$ cat src/rtl/ov7670_capture_rgb565_pkg.sv
// Shared types and constants for the OV7670 RGB565 capture front end.
package ov7670_capture_rgb565_pkg;

    // DVP bus and RGB565 pixel geometry
    localparam int unsigned DVP_W = 8;
    localparam int unsigned R_W   = 5;
    localparam int unsigned G_W   = 6;
    localparam int unsigned B_W   = 5;
    localparam int unsigned PIX_W = R_W + G_W + B_W;

    // Counter widths
    localparam int unsigned PIX_CNT_W  = 11;
    localparam int unsigned LINE_CNT_W = 10;
    localparam int unsigned SKIP_CNT_W = 8;
    localparam int unsigned FRM_CNT_W  = 8;

    // vsync polarity encoding: level of vsync that marks vertical blanking
    localparam bit VSYNC_POL_HIGH = 1'b1;

    typedef enum logic [1:0] {
        ST_SKIP,
        ST_WAIT_VS,
        ST_BLANK,
        ST_ACTIVE
    } cap_state_t;

    function automatic logic vs_is_blank(input logic vsync, input bit pol);
        return (vsync == pol);
    endfunction

endpackage

$ cat src/rtl/ov7670_capture_rgb565_if.sv
// Camera DVP input bus plus write-FIFO / frame-control output bus.
interface ov7670_capture_rgb565_if;
    import ov7670_capture_rgb565_pkg::*;

    logic             cmos_vsync;
    logic             cmos_href;
    logic [DVP_W-1:0] cmos_data;
    logic             wr_en;
    logic [PIX_W-1:0] wr_data;
    logic             frame_load;
    logic             frame_valid;

    // capture block side
    modport master (
        input  cmos_vsync, cmos_href, cmos_data,
        output wr_en, wr_data, frame_load, frame_valid
    );

    // camera / FIFO-controller side
    modport slave (
        output cmos_vsync, cmos_href, cmos_data,
        input  wr_en, wr_data, frame_load, frame_valid
    );

endinterface

$ cat src/rtl/ov7670_capture_rgb565_packer.sv
// DVP input register stage and byte-pair to RGB565 packer.
module dvp_byte_packer
    import ov7670_capture_rgb565_pkg::*;
(
    input  logic             pclk,
    input  logic             rst_n,
    input  logic             cmos_vsync,
    input  logic             cmos_href,
    input  logic [DVP_W-1:0] cmos_data,
    input  logic             pack_en,
    output logic             s1_vsync,
    output logic             s1_href,
    output logic             wr_en,
    output logic [PIX_W-1:0] wr_data
);

    logic [DVP_W-1:0] s1_data;
    logic [DVP_W-1:0] hi_byte;
    logic             phase;

    // Register the camera pins once; every decision downstream uses these.
    always_ff @(posedge pclk or negedge rst_n) begin
        if (!rst_n) begin
            s1_vsync <= 1'b0;
            s1_href  <= 1'b0;
            s1_data  <= '0;
        end else begin
            s1_vsync <= cmos_vsync;
            s1_href  <= cmos_href;
            s1_data  <= cmos_data;
        end
    end

    // First byte of a pair is the high half; the second completes the pixel.
    always_ff @(posedge pclk or negedge rst_n) begin
        if (!rst_n) begin
            phase   <= 1'b0;
            hi_byte <= '0;
            wr_en   <= 1'b0;
            wr_data <= '0;
        end else begin
            wr_en <= 1'b0;
            if (pack_en && s1_href) begin
                if (!phase) begin
                    hi_byte <= s1_data;
                    phase   <= 1'b1;
                end else begin
                    wr_data <= {hi_byte, s1_data};
                    wr_en   <= 1'b1;
                    phase   <= 1'b0;
                end
            end else begin
                // href low (or not capturing): drop any unpaired byte
                phase <= 1'b0;
            end
        end
    end

endmodule

$ cat src/rtl/ov7670_capture_rgb565.sv
// OV7670 capture front end: frame skipping, frame FSM, line/frame geometry check.
module ov7670_capture_rgb565
    import ov7670_capture_rgb565_pkg::*;
#(
    parameter int unsigned H_ACTIVE    = 640,
    parameter int unsigned V_ACTIVE    = 480,
    parameter int unsigned SKIP_FRAMES = 10,
    parameter bit          VSYNC_POL   = VSYNC_POL_HIGH
)
(
    input  logic                       pclk,
    input  logic                       rst_n,
    input  logic                       init_done,
    ov7670_capture_rgb565_if.master    bus,
    output logic [FRM_CNT_W-1:0]       frame_cnt,
    output logic                       line_err,
    output logic                       frame_err
);

    localparam logic [PIX_CNT_W-1:0]  H_TGT    = PIX_CNT_W'(H_ACTIVE);
    localparam logic [LINE_CNT_W-1:0] V_TGT    = LINE_CNT_W'(V_ACTIVE);
    localparam logic [SKIP_CNT_W-1:0] SKIP_TGT = SKIP_CNT_W'(SKIP_FRAMES);

    cap_state_t             state, state_nxt;
    logic                   init_s0, init_s1;
    logic                   s1_vsync, s1_href, href_d;
    logic                   vs_blank, vs_blank_d, vs_rise, vs_fall;
    logic                   in_active, pack_en, line_end;
    logic                   pk_wr_en, wr_strobe;
    logic [PIX_W-1:0]       pk_wr_data;
    logic [SKIP_CNT_W-1:0]  skip_cnt;
    logic [PIX_CNT_W-1:0]   pix_cnt, pix_nxt;
    logic [LINE_CNT_W-1:0]  line_cnt, line_nxt;

    dvp_byte_packer u_packer (
        .pclk       (pclk),
        .rst_n      (rst_n),
        .cmos_vsync (bus.cmos_vsync),
        .cmos_href  (bus.cmos_href),
        .cmos_data  (bus.cmos_data),
        .pack_en    (pack_en),
        .s1_vsync   (s1_vsync),
        .s1_href    (s1_href),
        .wr_en      (pk_wr_en),
        .wr_data    (pk_wr_data)
    );

    // Synchronise init_done and keep one-cycle history for edge detection.
    always_ff @(posedge pclk or negedge rst_n) begin
        if (!rst_n) begin
            init_s0    <= 1'b0;
            init_s1    <= 1'b0;
            vs_blank_d <= 1'b1;   // treat reset as blanking: no false rise
            href_d     <= 1'b0;
        end else begin
            init_s0    <= init_done;
            init_s1    <= init_s0;
            vs_blank_d <= vs_blank;
            href_d     <= s1_href;
        end
    end

    // Edge events, write gating and next-count values.
    // The last pixel's strobe lands in the same cycle href is seen falling,
    // so the line check uses pix_nxt (count including this cycle's strobe).
    always_comb begin
        vs_blank  = vs_is_blank(s1_vsync, VSYNC_POL);
        vs_rise   = vs_blank & ~vs_blank_d;
        vs_fall   = ~vs_blank & vs_blank_d;
        in_active = (state == ST_ACTIVE);
        pack_en   = in_active & ~vs_blank;
        wr_strobe = pk_wr_en & in_active;
        line_end  = in_active & href_d & (~s1_href | vs_rise);
        pix_nxt   = (pix_cnt == '1) ? pix_cnt : pix_cnt + PIX_CNT_W'(wr_strobe);
        line_nxt  = (line_end && line_cnt != '1) ? line_cnt + LINE_CNT_W'(1) : line_cnt;
        bus.wr_en   = wr_strobe;
        bus.wr_data = pk_wr_data;
    end

    // FSM state register.
    always_ff @(posedge pclk or negedge rst_n) begin
        if (!rst_n) begin
            state <= ST_SKIP;
        end else begin
            state <= state_nxt;
        end
    end

    // FSM next state and frame-level outputs.
    always_comb begin
        state_nxt       = state;
        bus.frame_load  = 1'b0;
        bus.frame_valid = 1'b0;
        if (!init_s1) begin
            state_nxt = ST_SKIP;
        end else begin
            unique case (state)
                ST_SKIP:    if (skip_cnt == SKIP_TGT) state_nxt = ST_WAIT_VS;
                ST_WAIT_VS: if (vs_rise)              state_nxt = ST_BLANK;
                ST_BLANK:   if (vs_fall)              state_nxt = ST_ACTIVE;
                ST_ACTIVE:  if (vs_rise)              state_nxt = ST_BLANK;
                default:                              state_nxt = ST_SKIP;
            endcase
        end
        case (state)
            ST_BLANK:  bus.frame_load  = 1'b1;
            ST_ACTIVE: bus.frame_valid = 1'b1;
            default: ;
        endcase
    end

    // Skip counting, pixel/line accounting and sticky geometry flags.
    always_ff @(posedge pclk or negedge rst_n) begin
        if (!rst_n) begin
            skip_cnt  <= '0;
            pix_cnt   <= '0;
            line_cnt  <= '0;
            frame_cnt <= '0;
            line_err  <= 1'b0;
            frame_err <= 1'b0;
        end else begin
            if (state == ST_SKIP && init_s1) begin
                if (vs_rise && skip_cnt != SKIP_TGT) begin
                    skip_cnt <= skip_cnt + SKIP_CNT_W'(1);
                end
            end else begin
                skip_cnt <= '0;
            end

            if (state == ST_ACTIVE && init_s1) begin
                pix_cnt  <= line_end ? '0 : pix_nxt;
                line_cnt <= line_nxt;
                if (line_end && pix_nxt != H_TGT) begin
                    line_err <= 1'b1;
                end
                if (vs_rise) begin
                    frame_err <= (line_nxt != V_TGT);
                    frame_cnt <= frame_cnt + FRM_CNT_W'(1);
                end
            end else begin
                pix_cnt  <= '0;
                line_cnt <= '0;
                if (state == ST_BLANK && state_nxt == ST_ACTIVE) begin
                    line_err  <= 1'b0;
                    frame_err <= 1'b0;
                end
            end
        end
    end

endmodule

$ cat src/flat_wrapper.sv
// flat-port wrapper written by rule: the top's interface ports become plain ports
module ov7670_capture_rgb565_flat import ov7670_capture_rgb565_pkg::*;
#(
    parameter int unsigned H_ACTIVE    = 640,
    parameter int unsigned V_ACTIVE    = 480,
    parameter int unsigned SKIP_FRAMES = 10,
    parameter bit          VSYNC_POL   = VSYNC_POL_HIGH
)
  (pclk, rst_n, init_done, frame_cnt, line_err, frame_err, bus_cmos_vsync, bus_cmos_href, bus_cmos_data, bus_wr_en, bus_wr_data, bus_frame_load, bus_frame_valid);
  ov7670_capture_rgb565_if bus_i ();
  input  logic pclk;
  input  logic rst_n;
  input  logic init_done;
  output logic [FRM_CNT_W-1:0] frame_cnt;
  output logic line_err;
  output logic frame_err;
  input wire logic [$bits(bus_i.cmos_vsync)-1:0] bus_cmos_vsync;
  input wire logic [$bits(bus_i.cmos_href)-1:0] bus_cmos_href;
  input wire logic [$bits(bus_i.cmos_data)-1:0] bus_cmos_data;
  output wire logic [$bits(bus_i.wr_en)-1:0] bus_wr_en;
  output wire logic [$bits(bus_i.wr_data)-1:0] bus_wr_data;
  output wire logic [$bits(bus_i.frame_load)-1:0] bus_frame_load;
  output wire logic [$bits(bus_i.frame_valid)-1:0] bus_frame_valid;
  assign bus_i.cmos_vsync = bus_cmos_vsync;
  assign bus_i.cmos_href = bus_cmos_href;
  assign bus_i.cmos_data = bus_cmos_data;
  assign bus_wr_en = bus_i.wr_en;
  assign bus_wr_data = bus_i.wr_data;
  assign bus_frame_load = bus_i.frame_load;
  assign bus_frame_valid = bus_i.frame_valid;
  ov7670_capture_rgb565 #(.H_ACTIVE(H_ACTIVE), .V_ACTIVE(V_ACTIVE), .SKIP_FRAMES(SKIP_FRAMES), .VSYNC_POL(VSYNC_POL)) u_core (.pclk(pclk), .rst_n(rst_n), .init_done(init_done), .bus(bus_i), .frame_cnt(frame_cnt), .line_err(line_err), .frame_err(frame_err));
endmodule
$ cat config.mk
export PLATFORM = sky130hd
export DESIGN_NAME = ov7670_capture_rgb565_flat
export DESIGN_NICKNAME = d
export VERILOG_FILES = /design/src/rtl/ov7670_capture_rgb565_pkg.sv /design/src/rtl/ov7670_capture_rgb565_if.sv /design/src/rtl/ov7670_capture_rgb565_packer.sv /design/src/rtl/ov7670_capture_rgb565.sv /design/src/flat_wrapper.sv
export SDC_FILE = /design/constraint.sdc
export NUM_CORES = 1
export LEC_CHECK = 0
export BUFFER_PORTS_ARGS = -buffer_cell sky130_fd_sc_hd__buf_2
export CORE_ASPECT_RATIO = 1.5
export CORE_MARGIN = 4
export CORE_UTILIZATION = 58
export DETAILED_ROUTE_END_ITERATION = 10
export HOLD_SLACK_MARGIN = 0.12
export PLACE_DENSITY = 0.79
export SYNTH_ARGS = -nofsm -noshare
export SYNTH_HDL_FRONTEND = slang
export SYNTH_SLANG_ARGS = --single-unit
$ cat constraint.sdc
create_clock -name pclk -period 6.25 [get_ports pclk]
set_input_delay 0.3125 -clock pclk [delete_from_list [all_inputs] [get_ports pclk]]
set_output_delay 0.3125 -clock pclk [all_outputs]
set_load 0.03 [all_outputs]
Yosys cells after proc, flatten, opt, wreduce, memory -nomap -nowiden
Cells that the tools add are included.
{"block": "word_totals", "ff_bits": 81, "out_inout_bits": 29, "word_cells": 84}
{"block": "op_classes", "n_addsub": 4, "n_eq_ne": 13, "n_mux": 23, "n_bitwise": 11, "n_reduce_logical": 15}
{"operator": "$mux 11", "count": 3}
{"operator": "$mux 10", "count": 2}
{"operator": "$add 8x1->8 const B", "count": 2}
{"operator": "$mux 8", "count": 2}
{"operator": "$add 11x1->11", "count": 1}
{"operator": "$eq 11x11->1 const B", "count": 1}
{"operator": "$mux 1", "count": 11}
{"operator": "$ne 11x10->1 const B", "count": 1}
{"operator": "$add 10x1->10 const B", "count": 1}
{"operator": "$ne 10x10->1 const B", "count": 1}
{"operator": "$ne 10x9->1 const B", "count": 1}
{"operator": "$reduce_and 2->1", "count": 5}
{"operator": "$eq 8x4->1 const B", "count": 1}
{"operator": "$mux 2", "count": 4}
{"operator": "$ne 8x4->1 const B", "count": 1}
{"operator": "$logic_and 1x1->1", "count": 7}
{"operator": "$and 1x1->1", "count": 6}
{"operator": "$eq 2x2->1 const B", "count": 3}
{"operator": "$pmux 2 s3", "count": 1}
{"operator": "$ne 2x2->1 const B", "count": 2}
{"operator": "$not 1->1", "count": 4}
{"operator": "$eq 2x1->1 const B", "count": 1}
{"operator": "$logic_not 2->1", "count": 1}
{"operator": "$ne 2x1->1 const B", "count": 1}
{"operator": "3 further kinds", "count": 3}

Depth between registers and ports, before layout
Gate-level depths: netlist of the first run.
{"block": "depth", "word_depth": 9, "ltp_mapped": 9, "ltp_nobuf": 8}

By module
From an unflattened synthesis of the first run, not the netlist that was laid out.
{"block": "hier_totals", "cells_unflattened": 314, "hier_area_um2": 3686.0}
{"module": "ov7670_capture_rgb565", "n_inst": 1, "cells_each": 249, "area_per_inst_um2": 2433.6}
{"module": "dvp_byte_packer", "n_inst": 1, "cells_each": 65, "area_per_inst_um2": 1252.5}

Worst setup path before layout of the first run
No wires, ideal clock.
{"block": "synth_path", "path_kind": "register to register", "from": "reg u_core.state[0]", "to": "reg u_core.line_err", "t_arrival_ps": 2163, "t_required_ps": 6114, "setup_slack_ps": 3951, "stages_incl_launch_ff": 10, "n_path_buf": 1, "synth_period_minus_slack_ps": 2299, "path_cell_list": "dfrtp_1 > buf_2 > and3_1 > ha_1 > ha_1 > nand4_1 > nor2_1 > mux2i_1 > o2111a_1 > a32oi_1"}
{"block": "synth_between", "elab_chain_len": 8, "elab_cells_between_ends": 24, "classes_between": "add/sub: 1; eq/ne: 6; mux: 7; bitwise: 3; reduce/logical: 7"}
{"item": "from (decl)", "line": "ov7670_capture_rgb565.sv:24", "source": "cap_state_t state, state_nxt;"}
{"item": "from (signal assigned)", "line": "ov7670_capture_rgb565.sv:85", "source": "state <= state_nxt;"}
{"item": "$eq 2x2->1", "line": "ov7670_capture_rgb565.sv:70", "source": "in_active = (state == ST_ACTIVE);"}
{"item": "$and 1x1->1", "line": "ov7670_capture_rgb565.sv:72", "source": "wr_strobe = pk_wr_en & in_active;"}
{"item": "net bus_wr_en", "line": "flat_wrapper.sv:20", "source": "output wire logic [$bits(bus_i.wr_en)-1:0] bus_wr_en;"}
{"item": "$add 11x1->11", "line": "ov7670_capture_rgb565.sv:74", "source": "pix_nxt = (pix_cnt == '1) ? pix_cnt : pix_cnt + PIX_CNT_W'(wr_strobe);"}
{"item": "$mux 11", "line": "ov7670_capture_rgb565.sv:74"}
{"item": "$ne 11x10->1", "line": "ov7670_capture_rgb565.sv:133", "source": "if (line_end && pix_nxt != H_TGT) begin"}
{"item": "$logic_and 1x1->1", "line": "ov7670_capture_rgb565.sv:133"}
{"item": "$ne 2x2->1 (no line)"}
{"item": "$reduce_and 2->1 (no line)"}
{"item": "to (signal assigned)", "line": "ov7670_capture_rgb565.sv:119", "source": "line_err <= 1'b0;"}
{"item": "to (signal assigned)", "line": "ov7670_capture_rgb565.sv:134", "source": "line_err <= 1'b1;"}
{"item": "to (signal assigned)", "line": "ov7670_capture_rgb565.sv:144", "source": "line_err <= 1'b0;"}
{"item": "to (decl)", "line": "ov7670_capture_rgb565.sv:16", "source": "output logic line_err,"}
The timed path passes the listed nets, and every way through them passes these cells.
A chain may end at the register's enable or synchronous reset.

Final worst setup path of the first run
{"block": "layout_path", "from": "reg u_core.state[0]", "to": "reg u_core.line_err"}
{"block": "layout_between", "elab_chain_len": 8, "elab_cells_between_ends": 24, "classes_between": "add/sub: 1; eq/ne: 6; mux: 7; bitwise: 3; reduce/logical: 7"}
{"item": "$eq 2x2->1 or $eq 2x1->1 (tied branches)", "line": "ov7670_capture_rgb565.sv:70, ov7670_capture_rgb565.sv:97, ov7670_capture_rgb565.sv:130"}
{"item": "$and 1x1->1 or $reduce_or 2->1 (tied branches)"}
{"item": "$add 11x1->11 or $pmux 2 s3 (tied branches)", "line": "ov7670_capture_rgb565.sv:74, ov7670_capture_rgb565.sv:97"}
{"item": "$mux 11 or $mux 2 (tied branches)", "line": "ov7670_capture_rgb565.sv:74, ov7670_capture_rgb565.sv:94"}
{"item": "$ne 11x10->1 or $eq 2x2->1 (tied branches)", "line": "ov7670_capture_rgb565.sv:133, ov7670_capture_rgb565.sv:143"}
{"item": "$logic_and 1x1->1 (on tied branches)", "line": "ov7670_capture_rgb565.sv:133, ov7670_capture_rgb565.sv:143"}
{"item": "$ne 2x2->1 (no line) or $reduce_bool 2->1 (tied branches)"}
{"item": "$reduce_and 2->1 (no line)"}
Parallel ways exist; a longest one is shown, timed or not.

==> run summary, run 1 <==
MaxCap Viol Count: 0
Synth warn: 0
Top delay family on crit path: simple AND/OR/NAND/NOR gates
Drt first pass iters: 4
Final WL: 7630 um
CTS tree: yes
H-tree levels: 3
# nets final: 402
Layout Cells excl Fill: 462
Worst Skew: 0.0150 ns
First-pass GRT wire length: 13300 um
Post-synthesis mux area share: 8.51%
Status: complete, no violations
Worst path arrival time: 2.59 ns
Synth cell types: 61
Pin count of the biggest net entering global routing: 82
Fin crit share: 37.7%
Min-delay worst type: in2async
DIE AREA: 7950 um^2
Synth Area in Adders: 1.97%
CP max-delay cell: dfrtp_1
Latest clock arrival within the worst-skew pair: 0.36 ns
Longest Clk Path Bufs: 2
Worst Max-Slew Pin Slew: 1.14 ns
Simple logic cell fraction of the synthesized area: 18.5%
Vias in the first global route: 2763
IO buf count: 41
Critical path startpoint category: flip-flop
Cell count after synthesis: 333
Syn avg cell area: 11.4 um^2
RSZ-0062 raised after global routing: false
Sink Count: 81
Crit-path cells: and3_1, ha_1, ha_1, nand4_1, nor2_1, mux2i_1, o2111a_1, a32oi_1
# diodes: 0
DR vias: 2691
Worst setup EP type: flip-flop
Power Density: 222 nW/um^2
Area delta synth->final: 14.2%
CP required: 6.48 ns
Clock transition at path regs: 0.09 ns
Root Driver: clkbuf_8
Cell mode on critical path: ha_1
Setup TNS: 0 ns
DRC: 0
Layout cells sized above 1: 26.0%
Initial Util: 60.8%
EDFF count, synth: 0
FMAX: 425 MHz
Most common flop cell mapped by yosys: dfrtp_1
Post-CTS Resized: 0
CTS Hold Bufs: 11
Via density: 5.82
CTS Buf Count: 9
Post-DP HPWL: 5070 um
Overall routing resource usage: 22.1%
Critical Path Max Stage Delay: 0.56 ns
VDD IR max: 0.000193 V
Std-Cell Rows: 35
Net Count, Synth: 352
Initial antenna violation count: 0
Compound-Gate Fraction of Synth Area: 9.07%
Register area share after synthesis: 53.3%
Core area: 6260 um^2
GRT Residual Overflow: 0
Buf/Inv on CP: 0
Largest family of logic cells by synthesized area: simple AND/OR/NAND/NOR gates
Post-synthesis xor/xnor area fraction: 5.52%
Crit-path max FO: 12
Mapped Area: 3810 um^2
Wire length per cell: 16.5 um
DR iter-0 viols: 118
Seq cells post-synth: 81
Period minus WS final: 2.35 ns
Antenna viol nets, final: 0
IO Count: 42
CP Class: reg2reg
Slew margin rel.: 23.2%
Die W: 74.1 um
Routability cong.: 0.882
LEAKAGE: 2.01 nW
Max Slew Vio Count: 0
Asr flop ratio synth: 100%
Chip Height: 107 um
Placed cell count: 435
Number of hold violations in the final report: 0
Post-CTS setup buffers: 0
Design Power: 0.964 mW
Final setup fails: 0
==> path summary, 6_finish.rpt <==
check	end	slack, ns	cells past startpoint	startpoint
worst max-delay path	u_core.line_err	3.90	8	u_core.state[0]
worst min-delay path	u_core.line_cnt[0]	0.09	1	rst_n
worst max register to register	u_core.line_err	3.90	8	u_core.state[0]
worst min register to register	u_core.init_s1	0.40	0	u_core.init_s0
max in group asynchronous	u_core.u_packer.phase	5.52	1	rst_n
min in group pclk	u_core.init_s1	0.40	0	u_core.init_s0
==> state kept, by name, summed over array words and instances (netlist names), 2 cells and up <==
register                 cells
u_core.frame_cnt             8
u_core.u_packer.wr_data     16
u_core.state                 2
u_core.line_cnt             10
u_core.u_packer.hi_byte      8
u_core.pix_cnt              11
u_core.skip_cnt              8
u_core.u_packer.s1_data      8
==> where the power goes <==
group,internal (mW),switching [mW],leakage [nW],total (mW)
Sequential,0.529,0.00565,1.10,0.535
Clock,0.192,0.211,0.0999,0.403
Combinational,0.0104,0.0161,0.808,0.0264
Total,0.732,0.232,2.01,0.964
==> kinds of logic (layout without fill, tap and decap cells) <==
logic type      Yosys count  count (layout)
compound gates           44              44
xor+xnor                 24              24
fa+ha+maj                 6               6
buf+inv                  22              77
flops                    81              81
mux                      29              29
simple gates            127             127
==> placed cells by master (no fill, tap or decap), types with 5 or more instances in the layout <==
cell	netlist	routed
buf_2	5	40
ha_1	6	6
nand4_1	8	8
dlygate4sd3_1	0	11
nor2_1	40	40
nor3_1	9	9
inv_1	8	8
nand2_1	24	24
a21oi_1	7	7
xor2_1	10	10
o21ai_0	7	7
mux2_2	26	26
clkbuf_8	1	9
and3_1	5	5
xnor2_1	14	14
a31oi_1	5	5
dfrtp_1	80	80
nand3_1	6	6
==> cell usage after synthesis, drive strengths merged (2+ instances only) <==
master / count / share of area (%)
nand3b: 4 / 0.79
a2111oi: 5 / 1.5
nand2: 24 / 2.4
nand4b: 2 / 0.62
xnor2: 14 / 3.2
a211o: 2 / 0.53
o21a: 2 / 0.39
o31ai: 2 / 0.39
nor3: 10 / 1.4
mux2i: 2 / 0.53
nor4b: 2 / 0.46
o21ai: 7 / 0.92
nand2b: 2 / 0.33
buf: 9 / 1.5
ha: 6 / 2.0
nor4: 4 / 0.82
a21oi: 7 / 0.92
nand4: 10 / 2.0
a21o: 3 / 0.59
a31oi: 5 / 0.82
nor2: 41 / 4.2
mux2: 27 / 8.0
and4: 4 / 0.92
nor2b: 4 / 0.66
clkbuf: 4 / 0.69
and3: 5 / 0.82
dfrtp: 80 / 53
xor2: 10 / 2.3
inv: 9 / 0.89
a211oi: 2 / 0.39
nand3: 9 / 1.8
==> cell type report <==
type / instances / area, um^2
flip-flops and latches: 81 / 2030
fillers: 446 / 1920
multi-input cells: 230 / 1670
repair buffers: 52 / 318
clock buffers: 9 / 124
well taps: 74 / 92.6
clock inverters: 7 / 85.1
inverters: 9 / 33.8
==> through the flow <==
step	util [%]	instance area, um^2	hold slack, ns	setup WS, ns
2_1_floorplan	-	3810	0.0169	3.95
3_3_place_gp	64.3	4030	0.335	3.97
3_5_place_dp	64.3	4030	0.345	3.91
4_1_cts	69.4	4350	0.135	3.84
5_1_grt	69.4	4350	0.164	3.61
6_report	69.4	4350	0.0937	3.90
==> worst register-to-register path: stages, from the launching register on <==
cell      delay (ns)
dfrtp_1         0.56
and3_1          0.24
ha_1            0.20
ha_1            0.26
nand4_1         0.25
nor2_1          0.18
mux2i_1         0.25
o2111a_1        0.21
a32oi_1         0.08
==> per-layer routing <==
layer	vias to the layer above	routed length, um	track usage (%)
li1	1290	-	-
met1	1333	3210	27.3
met2	54	4010	36.5
met3	14	255	5.07
met4	0	150	9.20
met5	-	0	0
(Power assumes the default switching activity.)
==> inputs of run 2 (changes only) <==
- clock period: 6.25 -> 2.3 ns (I/O delays scaled with it)
==> run 2 against run 1 <==
Effect of this change: wire length rose by 0.94%; critical path depth fell by 3; worst setup slack got worse by 3.7 ns; combinational power rose to 3.1 times the previous value; sequential power rose to 2.7 times the previous value; clock skew fell by 0.0080 ns; total power rose to 2.6 times the previous value; clock-buffer cell count did not move; non-clock buffer count rose by 12; utilization rose by 1.4 points; worst hold slack improved by 0.15 ns; die area did not move; highest routed layer unchanged.
==> run summary, run 2 (synthesis results as in run 1) <==
Status: complete, no violations
Antenna viol nets, final: 0
Buf/Inv on CP: 0
Worst Skew: 0.00709 ns
Max FFs per register: 16
Vias in the first global route: 2830
FMAX: 477 MHz
Critical path depth in cells: 5
Critical path startpoint category: flip-flop
Min-delay worst type: in2async
Final worst setup slack: 0.204 ns
Root Driver: clkbuf_8
H-tree levels: 3
Post-DP HPWL: 5240 um
MaxCap Viol Count: 0
# nets final: 414
Top flop regs: u_core.u_packer.wr_data x16, u_core.pix_cnt x11, u_core.line_cnt x10
Worst R2R Path Depth: 5
Std-Cell Rows: 35
Pin count of the biggest net entering global routing: 49
Area delta synth->final: 16.5%
Die W: 74.1 um
Initial antenna violation count: 0
Worst Max-Slew Pin Slew: 0.544 ns
Overall routing resource usage: 21.9%
Worst setup EP type: flip-flop
GRT Residual Overflow: 0
Top delay family on crit path: compound AO/OA/AOI/OAI gates
Critical Path Max Stage Delay: 0.53 ns
Drt first pass iters: 4
Via density: 5.81
Commonest non-fill, non-tap cells in the layout: 80 x dfrtp_1, 40 x nor2_1, 40 x buf_2, 26 x mux2_2, 24 x nand2_1
Crit-path cells: nand2b_1, a21o_1, or4b_1, a2111oi_2, a31oi_1
Final setup fails: 0
Routability cong.: 0.900
Largest Register: u_core.u_packer.wr_data
Worst path arrival time: 2.32 ns
DIE AREA: 7950 um^2
DR iter-0 viols: 159
LEAKAGE: 2.08 nW
Latest clock arrival within the worst-skew pair: 0.35 ns
Pre-CTS setup slack: 0.0630 ns
CP required: 2.53 ns
CP Class: reg2reg
Initial Util: 60.8%
IO Count: 42
Design Power: 2.51 mW
Setup TNS: 0 ns
DR vias: 2756
VDD IR max: 0.000468 V
Wire length per cell: 16.3 um
Core area: 6260 um^2
Layout cells sized above 1: 28.0%
Power Density: 565 nW/um^2
Final WL: 7700 um
Max Slew Vio Count: 0
Crit-path max FO: 9
IO buf count: 41
Period minus WS final: 2.10 ns
CTS tree: yes
Slew margin rel.: 62.8%
Sink Count: 81
Longest Clk Path Bufs: 2
CTS Buf Count: 9
First-pass GRT wire length: 13400 um
RSZ-0062 raised after global routing: false
CP max-delay cell: or4b_1
Chip Height: 107 um
Clock transition at path regs: 0.08 ns
Fin crit share: 91.1%
Commonest non-fill, non-tap cell in the layout: dfrtp_1
# diodes: 0
Number of hold violations in the final report: 0
DRC: 0
run 2: worst paths after layout:
check / startpoint / end / slack (ns)
setup / recovery: u_core.u_packer.s1_vsync / u_core.frame_err / 0.20
hold / removal: rst_n / u_core.line_cnt[2] / 0.25
setup reg to reg: u_core.u_packer.s1_vsync / u_core.frame_err / 0.20
hold reg to reg: u_core.init_s0 / u_core.init_s1 / 0.36
max in group asynchronous: rst_n / u_core.vs_blank_d / 1.41
min in group pclk: u_core.init_s0 / u_core.init_s1 / 0.36
run 2: layer usage:
| layer | share of wire [%] | vias to the layer above | global-route usage (%) |
|---|---|---|---|
| met5 | 0 | - | 0 |
| met4 | 2.6 | 0 | 9.33 |
| met3 | 4.1 | 19 | 4.97 |
| met2 | 52 | 67 | 36.0 |
| met1 | 41 | 1352 | 27.2 |
| li1 | - | 1318 | - |
run 2: final cells by class:
| cell class | instances | area [um^2] |
|---|---|---|
| flip-flops and latches | 81 | 2030 |
| fillers | 444 | 1830 |
| multi-input cells | 230 | 1670 |
| repair buffers | 64 | 423 |
| clock buffers | 9 | 124 |
| well taps | 74 | 92.6 |
| clock inverters | 7 | 60.1 |
| inverters | 9 | 33.8 |
run 2: through the flow:
step	utilization (%)	hold slack (ns)	area, um^2	std cells
finish	70.8	0.246	4430	474
global route	70.8	0.274	4430	474
CTS	70.7	0.261	4430	474
detailed placement	65.8	0.0926	4120	446
global placement	65.8	0.0896	4120	446
floorplan	-	-0.181	3810	333
run 2: repair_timing:
action                                 CTS  global route
setup endpoints to repair                0             1
endpoints found under the hold margin   68             0
hold buffers                            12             0
resized for setup                        0             1
buffers inserted                         0             0
run 2: where the power goes:
part	internal, mW	total (mW)	switching (mW)
logic	0.0344	0.0811	0.0467
clock network	0.412	0.971	0.558
registers	1.44	1.45	0.0151
==> inputs of run 3 (changes only) <==
- CORE_MARGIN: 4 -> not set
==> run 3 against run 2 <==
Effect of this change: total power up 4.0%; largest power group unchanged; clock-buffer cell count unchanged; fmax down 2.8%; final area stayed put; critical endpoint is now u_core.line_err; register-to-register slack lost 0.06 ns; non-clock buffer count shrank 2; via count shrank 0.22%; die area down 13%.
==> run summary, run 3 (synthesis results as in run 1) <==
FMAX: 464 MHz
CP max-delay cell: dfrtp_1
Vias in the first global route: 2764
Via density: 5.83
Critical Path Max Stage Delay: 0.35 ns
GRT Residual Overflow: 0
Overall routing resource usage: 23.8%
Antenna viol nets, final: 0
Final WL: 7510 um
Commonest non-fill, non-tap cells in the layout: 80 x dfrtp_1, 40 x nor2_1, 40 x buf_2, 26 x mux2_2, 24 x nand2_1
Std-Cell Rows: 35
CTS Buf Count: 9
Min-delay src: u_core.init_s0
Final setup fails: 0
Sink Count: 81
Fin crit share: 93.7%
Setup TNS: 0 ns
Worst setup path start: u_core.state[0]
Core area: 6220 um^2
Area delta synth->final: 16.5%
Hold Path Depth: 0
DR vias: 2750
Status: complete, no violations
Fill cells: 446
Worst Skew: 0.00943 ns
Commonest non-fill, non-tap cell in the layout: dfrtp_1
Initial antenna violation count: 0
Crit-path max FO: 4
Worst Max-Slew Pin Slew: 1.00 ns
# diodes: 0
Min-delay worst type: reg2reg
Die W: 68.1 um
# nets final: 412
Post-CTS setup buffers: 0
H-tree levels: 3
Wire length per cell: 15.9 um
DIE AREA: 6900 um^2
Longest Clk Path Bufs: 2
Pin count of the biggest net entering global routing: 82
Chip Height: 101 um
Hold EP: u_core.init_s1
Root Driver: clkbuf_8
Top flop regs: u_core.u_packer.wr_data x16, u_core.pix_cnt x11, u_core.line_cnt x10
RR Startpoint: u_core.state[0]
Post-DP HPWL: 5040 um
Placed Area: 4100 um^2
IO buf count: 41
Clock transition at path regs: 0.09 ns
Initial Util: 61.2%
DRC: 0
Critical path startpoint category: flip-flop
Worst setup EP type: flip-flop
CP required: 2.52 ns
Largest Register: u_core.u_packer.wr_data
First-pass GRT wire length: 12200 um
Post-Layout Inst Area: 4430 um^2
Period minus WS final: 2.16 ns
Worst R2R Path Depth: 8
CTS tree: yes
LEAKAGE: 2.07 nW
MaxCap Viol Count: 0
Number of hold violations in the final report: 0
Cell mode on critical path: ha_1
Max FFs per register: 16
CP Class: reg2reg
VDD IR max: 0.000760 V
IO Count: 42
Power Density: 588 nW/um^2
R2R Setup Slk: 0.14 ns
RSZ-0062 raised after global routing: false
Latest clock arrival within the worst-skew pair: 0.35 ns
DR iter-0 viols: 131
Slew margin rel.: 33.1%
Routability cong.: 0.827
Layout cells sized above 1: 27.6%
Crit-path cells: and3_1, ha_1, ha_1, nand4_1, nor2_1, mux2i_1, o2111a_1, a32oi_1
Max Slew Vio Count: 0
Drt first pass iters: 4
Reg2reg end: u_core.line_err
Worst path arrival time: 2.38 ns
run 3: final cells by class:
type,count,area (um^2),share of cell area [%]
Clock buffer,9,124,2.79
Clock inverter,7,87.6,1.98
Inverter,9,33.8,0.762
Multi-Input combinational cell,230,1670,37.7
Sequential cell,81,2030,45.8
Tap cell,74,92.6,2.09
Timing Repair Buffer,62,395,8.92
run 3: report_power, final:
group,internal (mW),total [mW],switching [mW]
combinational,0.0305,0.0754,0.0450
clock,0.522,1.08,0.554
sequential,1.44,1.45,0.0147
run 3: worst max-delay path by stage:
stage | to | cells past startpoint | slack, ns
6_report | u_core.line_err | 8 | 0.14
3_5_place_dp | u_core.frame_err | 6 | 0.03
5_1_grt | u_core.line_err | 8 | 0.02
4_1_cts | u_core.frame_err | 6 | 0.02
2_1_floorplan | u_core.line_err | 9 | 0.001
3_3_place_gp | u_core.frame_err | 6 | 0.14
run 3: critical path, delay by kind of cell (launching register included):
kind                       cells  cell delay [ns]
and+or+nand+nor                3             0.59
adders and majority gates      2             0.47
DFF                            1             0.35
AOI/OAI and AO/OA              2             0.32
muxes                          1             0.30
run 3: per-layer routing:
| metal | vias up | wire (um) | track usage, % |
|---|---|---|---|
| li1 | 1318 | - | - |
| met1 | 1342 | 3110 | 28.1 |
| met2 | 78 | 3940 | 40.7 |
| met3 | 12 | 344 | 5.74 |
| met4 | 0 | 114 | 9.62 |
| met5 | - | 0 | 0 |
run 3: metrics by stage:
step	cells	worst slack [ns]	total power [mW]	hold slack [ns]	utilization (%)
2_1_floorplan	333	0.00115	1.50	-0.181	-
3_3_place_gp	444	0.142	1.54	0.223	65.9
3_5_place_dp	444	0.0336	1.54	0.225	65.9
4_1_cts	472	0.0177	2.63	0.346	71.2
5_1_grt	472	0.0227	2.69	0.366	71.3
6_report	472	0.144	2.60	0.343	71.3
run 3: timing repair:
item                                    4_1_cts  5_1_grt
endpoints found under the setup margin        0        1
hold buffers                                 12        0
resized for setup                             0        1
endpoints found under the hold margin        91        0
